## src/rtl/hazard_pkg.sv

```systemverilog
// Shared types and parameter-legality helpers for the decode-stage hazard/stall controller.
package hazard_pkg;

    localparam int unsigned REG_ADDR_W = 3;

    typedef enum logic [1:0] {
        StRun    = 2'b00,
        StLStall = 2'b01,
        StBFlush = 2'b10
    } hazard_state_t;

    function automatic bit load_cycles_legal(input int unsigned n);
        return (n >= 1) && (n <= 3);
    endfunction

    function automatic bit branch_cycles_legal(input int unsigned n);
        return (n >= 1) && (n <= 2);
    endfunction

    function automatic bit cnt_width_legal(input int unsigned w);
        return w >= 1;
    endfunction

endpackage

```

## src/rtl/hazard_stall_unit_cmp.sv

```systemverilog
// Combinational load-use compare: ID operands against the destination of an in-flight load.
module hazard_cmp #(
    parameter int unsigned AddrW = 3
) (
    input  logic [AddrW-1:0] src_i,
    input  logic [AddrW-1:0] dst_i,
    input  logic             src_used_i,
    input  logic             dst_used_i,
    input  logic [AddrW-1:0] ex_dst_i,
    input  logic             ex_mem_read_i,
    output logic             hazard_o
);

    always_comb begin
        hazard_o = ex_mem_read_i &
                   ((src_used_i & (src_i == ex_dst_i)) | (dst_used_i & (dst_i == ex_dst_i)));
    end

endmodule

```

## src/rtl/hazard_stall_unit.sv

```systemverilog
// Decode-stage stall/flush controller for load-use, taken-branch and memory-wait hazards.
// Optional perf counters (stall_cnt, flush_cnt) are built when HAZARD_STALL_PERF_CNT_EN is defined.
module hazard_stall_unit #(
    parameter int unsigned REG_ADDR_W          = hazard_pkg::REG_ADDR_W,
    parameter int unsigned LOAD_STALL_CYCLES   = 1,
    parameter int unsigned BRANCH_FLUSH_CYCLES = 1,
    parameter int unsigned CNT_W               = 16
) (
    input  logic                  clk,
    input  logic                  rst,
    input  logic [REG_ADDR_W-1:0] id_src,
    input  logic [REG_ADDR_W-1:0] id_dst,
    input  logic                  id_src_used,
    input  logic                  id_dst_used,
    input  logic [REG_ADDR_W-1:0] ex_dst,
    input  logic                  ex_mem_read,
    input  logic                  ex_branch_taken,
    input  logic                  mem_busy,
    output logic                  pipe_en,
    output logic                  pc_write,
    output logic                  ifid_write,
    output logic                  idex_bubble,
    output logic                  ifid_flush,
    output logic                  idex_flush,
`ifdef HAZARD_STALL_PERF_CNT_EN
    output logic [1:0]            state_o,
    output logic [CNT_W-1:0]      stall_cnt,
    output logic [CNT_W-1:0]      flush_cnt
`else
    output logic [1:0]            state_o
`endif
);

    import hazard_pkg::*;

    if (!load_cycles_legal(LOAD_STALL_CYCLES)) begin : g_bad_load
        $error("LOAD_STALL_CYCLES must be 1..3");
    end
    if (!branch_cycles_legal(BRANCH_FLUSH_CYCLES)) begin : g_bad_branch
        $error("BRANCH_FLUSH_CYCLES must be 1..2");
    end
    if (!cnt_width_legal(CNT_W)) begin : g_bad_cnt
        $error("CNT_W must be at least 1");
    end

    hazard_state_t state_q, state_d;
    logic [1:0]    rem_q, rem_d;
    logic          hazard;
    logic          branch_accept;

    hazard_cmp #(
        .AddrW (REG_ADDR_W)
    ) u_cmp (
        .src_i         (id_src),
        .dst_i         (id_dst),
        .src_used_i    (id_src_used),
        .dst_used_i    (id_dst_used),
        .ex_dst_i      (ex_dst),
        .ex_mem_read_i (ex_mem_read),
        .hazard_o      (hazard)
    );

    always_comb begin
        pipe_en       = 1'b0;
        pc_write      = 1'b0;
        ifid_write    = 1'b0;
        idex_bubble   = 1'b0;
        ifid_flush    = 1'b0;
        idex_flush    = 1'b0;
        branch_accept = 1'b0;
        state_d       = state_q;
        rem_d         = rem_q;

        // Reset forces all controls low; a memory wait freezes state and rem in place.
        if (!rst && !mem_busy) begin
            unique case (state_q)
                StRun: begin
                    pipe_en = 1'b1;
                    if (ex_branch_taken) begin
                        pc_write      = 1'b1;
                        ifid_flush    = 1'b1;
                        idex_flush    = 1'b1;
                        branch_accept = 1'b1;
                        if (BRANCH_FLUSH_CYCLES == 2) begin
                            state_d = StBFlush;
                            rem_d   = 2'd1;
                        end
                    end else if (hazard) begin
                        idex_bubble = 1'b1;
                        if (LOAD_STALL_CYCLES > 1) begin
                            state_d = StLStall;
                            rem_d   = 2'(LOAD_STALL_CYCLES - 1);
                        end
                    end else begin
                        pc_write   = 1'b1;
                        ifid_write = 1'b1;
                    end
                end
                StLStall: begin
                    pipe_en     = 1'b1;
                    idex_bubble = 1'b1;
                    rem_d       = rem_q - 2'd1;
                    if (rem_q <= 2'd1) begin
                        state_d = StRun;
                    end
                end
                StBFlush: begin
                    pipe_en    = 1'b1;
                    pc_write   = 1'b1;
                    ifid_flush = 1'b1;
                    rem_d      = rem_q - 2'd1;
                    state_d    = StRun;
                end
                default: begin
                    state_d = StRun;
                    rem_d   = 2'd0;
                end
            endcase
        end
    end

    always_ff @(posedge clk or posedge rst) begin
        if (rst) begin
            state_q <= StRun;
            rem_q   <= 2'd0;
        end else begin
            state_q <= state_d;
            rem_q   <= rem_d;
        end
    end

    assign state_o = state_q;

`ifdef HAZARD_STALL_PERF_CNT_EN
    logic [CNT_W-1:0] stall_cnt_q, stall_cnt_d;
    logic [CNT_W-1:0] flush_cnt_q, flush_cnt_d;

    always_comb begin
        stall_cnt_d = stall_cnt_q;
        flush_cnt_d = flush_cnt_q;
        if (idex_bubble && pipe_en && (stall_cnt_q != {CNT_W{1'b1}})) begin
            stall_cnt_d = stall_cnt_q + 1'b1;
        end
        if (branch_accept && (flush_cnt_q != {CNT_W{1'b1}})) begin
            flush_cnt_d = flush_cnt_q + 1'b1;
        end
    end

    always_ff @(posedge clk or posedge rst) begin
        if (rst) begin
            stall_cnt_q <= '0;
            flush_cnt_q <= '0;
        end else begin
            stall_cnt_q <= stall_cnt_d;
            flush_cnt_q <= flush_cnt_d;
        end
    end

    assign stall_cnt = stall_cnt_q;
    assign flush_cnt = flush_cnt_q;
`endif

endmodule

```

## config.mk

```make
export PLATFORM = sky130hd
export DESIGN_NAME = hazard_stall_unit
export DESIGN_NICKNAME = d
export VERILOG_FILES = /design/src/rtl/hazard_pkg.sv /design/src/rtl/hazard_stall_unit_cmp.sv /design/src/rtl/hazard_stall_unit.sv
export SDC_FILE = /design/constraint.sdc
export NUM_CORES = 1
export LEC_CHECK = 0
export ABC_AREA = 0
export ABC_CLOCK_PERIOD_IN_PS = 1100
export CORE_AREA = 2 2 39 41
export DETAILED_ROUTE_END_ITERATION = 12
export DIE_AREA = 0 0 41 43
export SYNTH_ARGS = -nofsm -noshare
export SYNTH_HDL_FRONTEND = slang
export SYNTH_SLANG_ARGS = --single-unit
```

## constraint.sdc

```tcl
create_clock -name clk -period 1.1 [get_ports clk]
set_input_delay 0.165 -clock clk [delete_from_list [all_inputs] [get_ports clk]]
set_output_delay 0.165 -clock clk [all_outputs]
set_load 0.01 [all_outputs]
```

==> metrics.txt <==
Clock power frac 0%; P_sw 43.7 uW; Synth Warn # 0; Fmax 838 MHz; multiplexer share of the synthesized area 0%; GR Util All Layers 4.90%; top cells by area, synth xnor2_1 (38%), buf_4 (16%), and4_1 (13%), and3b_1 (6.4%), o21ai_2 (6.4%); Vias/cell 3.69; worst setup path class primary input to primary output; count leader, synth xnor2_1; Vias 199; core area 1380 sq um; Internal 86.7 uW; Synth Area in Adders 0%; hold path endpoint idex_bubble; Register Area 0 sq um; Switching Share 33.5%; Avg Cell Area, Syn 7.65 sq um; Synth cell types 10; sequential group share of total power 0%; hold buffers post-CTS 0; CP Launch Point ex_dst[1]; VDD IR max 115 uV; Max stage delay on crit path 0.20 ns; via count of the first global-routing pass 178; First DRT Iteration DRCs 0; RSZ-0062 raised after global routing yes; final-report max-slew violation count 0; clock buffer count in the final layout 0; Comb pwr share 100.0%; Die Area 1760 sq um; global route overflow 0; failing checks setup timing; PortBufs 21; WL per Instance 8.00 um; Final ANT Viol Nets 0; worst hold path startpoint rst; Buf/Inv on CP 2; status finished with violations; Leak 0.000191 uW; first-pass GRT wire length 648 um; Worst setup EP type primary output; synthesized area 138 sq um; fin worst setup slack -0.0933 ns; Initial DRT Pass Iterations 1; largest family of logic cells by synthesized area XOR/XNOR gates; synth cell count leaders xnor2_1 (6), buf_4 (3), and4_1 (2); post-route clock period utilization 108%; post-synth top area cell xnor2_1; largest net degree at the start of global routing 5; delay-heaviest family, CP simple AND/OR/NAND/NOR gates; Min Hold Slack 0.739 ns; Final Wtd Congestion 0.487; DRC viols 0; register area share after synthesis 0%; Hold Violations, Final 0; hold path depth 3; die height 43 um; DP Wirelength 347 um; Die X 41 um; minimum clock period 1.19 ns; I/O pin cnt 24; WP data required 0.94 ns; Seq cells 0; Post-Synth Simple-Gate Area 30.9%; Synth Area in Compound Gates 11.8%; Power Density 339 nW/um^2; Setup crit start kind primary input; Worst EP arrival 1.03 ns; post-layout util 27.8%; initial antenna violation count 0; final total power 130 uW; XOR/XNOR Fraction of Synth Area 38.2%; critical-path cell list buf_6 -> xnor2_1 -> and4_1 -> o21ai_2 -> and3b_1 -> buf_2; share of cells above drive strength 1 57.9%; Area Growth Syn to Fin 179%; Setup violations, final 3; Synth top area share 38.2%; CP max-delay cell and4_1; CP max FO 3; Max Cap Violations 0; Inserted Diodes 0; starting density of the core 9.95%; Core Rows 14; final wirelength 432 um; worst hold path type primary input to primary output; Synth Instances 18; Final nets 56; Setup WS pre-CTS -0.917 ns
==> worst max-delay path by stage <==
stage,slack (ns),end,cells past startpoint
after CTS,-0.12,idex_bubble,6
after global routing,-0.15,idex_bubble,6
final,-0.09,ifid_write,6
after global placement,-0.90,ifid_write,6
after floorplan,0.02,idex_bubble,4
after detailed placement,-0.92,idex_bubble,6
==> worst min-delay path, cell delays in order <==
cell and delay, ns:
dlygate4sd2_1 0.23, nor4_1 0.05, buf_2 0.13
==> metal layers <==
metal  vias to the layer above  share of wire (%)  GRT usage, %
met3                         0                 21             0
met5                         -                  0             0
li1                         97                  -             -
met2                        22                 44          8.44
met4                         0                  0             0
met1                        80                 34          7.01
==> power groups by stage <==
stage               Clock [uW]  Sequential, uW  Combinational (uW)
floorplan                    0               0                44.5
global placement             0               0                 117
detailed placement           0               0                 117
CTS                          0               0                 121
global route                 0               0                 141
finish                       0               0                 130
==> layout make-up <==
| cell class | instances | area [sq um] |
|---|---|---|
| fill | 153 | 1000 |
| multi-input combinational | 16 | 159 |
| tap | 16 | 20.0 |
| timing repair buffer | 22 | 205 |
==> what timing repair did <==
item,4_1_cts,5_1_grt
setup endpoints to repair,6,6
resized for setup,72,8
pin swaps,13,3
setup buffers,1,0
==> cell usage in the layout (no fill, tap or decap) <==
cell             synthesis  routed
and2_1                   1       1
and3b_1                  1       1
and4_1                   2       2
buf_2                    0       4
buf_4                    3       1
buf_6                    0      10
clkdlybuf4s15_1          0       3
conb_1                   1       2
dlygate4sd2_1            0       4
nor2_2                   0       1
nor4_1                   1       1
o21a_1                   1       1
o21ai_2                  1       1
xnor2_1                  6       1
xnor2_2                  0       5
==> kinds of logic (layout without fill, tap and decap cells) <==
kind of cell,after synthesis,after routing
simple gates,6,6
compound gates,2,2
xor+xnor,6,6
other cells,1,2
buf+inv,3,22
==> metrics by stage <==
stage	setup TNS, ns	cells	cell area, sq um
after CTS	-0.305	54	372
final	-0.223	54	384
after global placement	-4.18	53	349
after floorplan	0	19	141
after global routing	-0.402	54	384
after detailed placement	-4.28	53	349
Power figures use the tool's default switching activity.
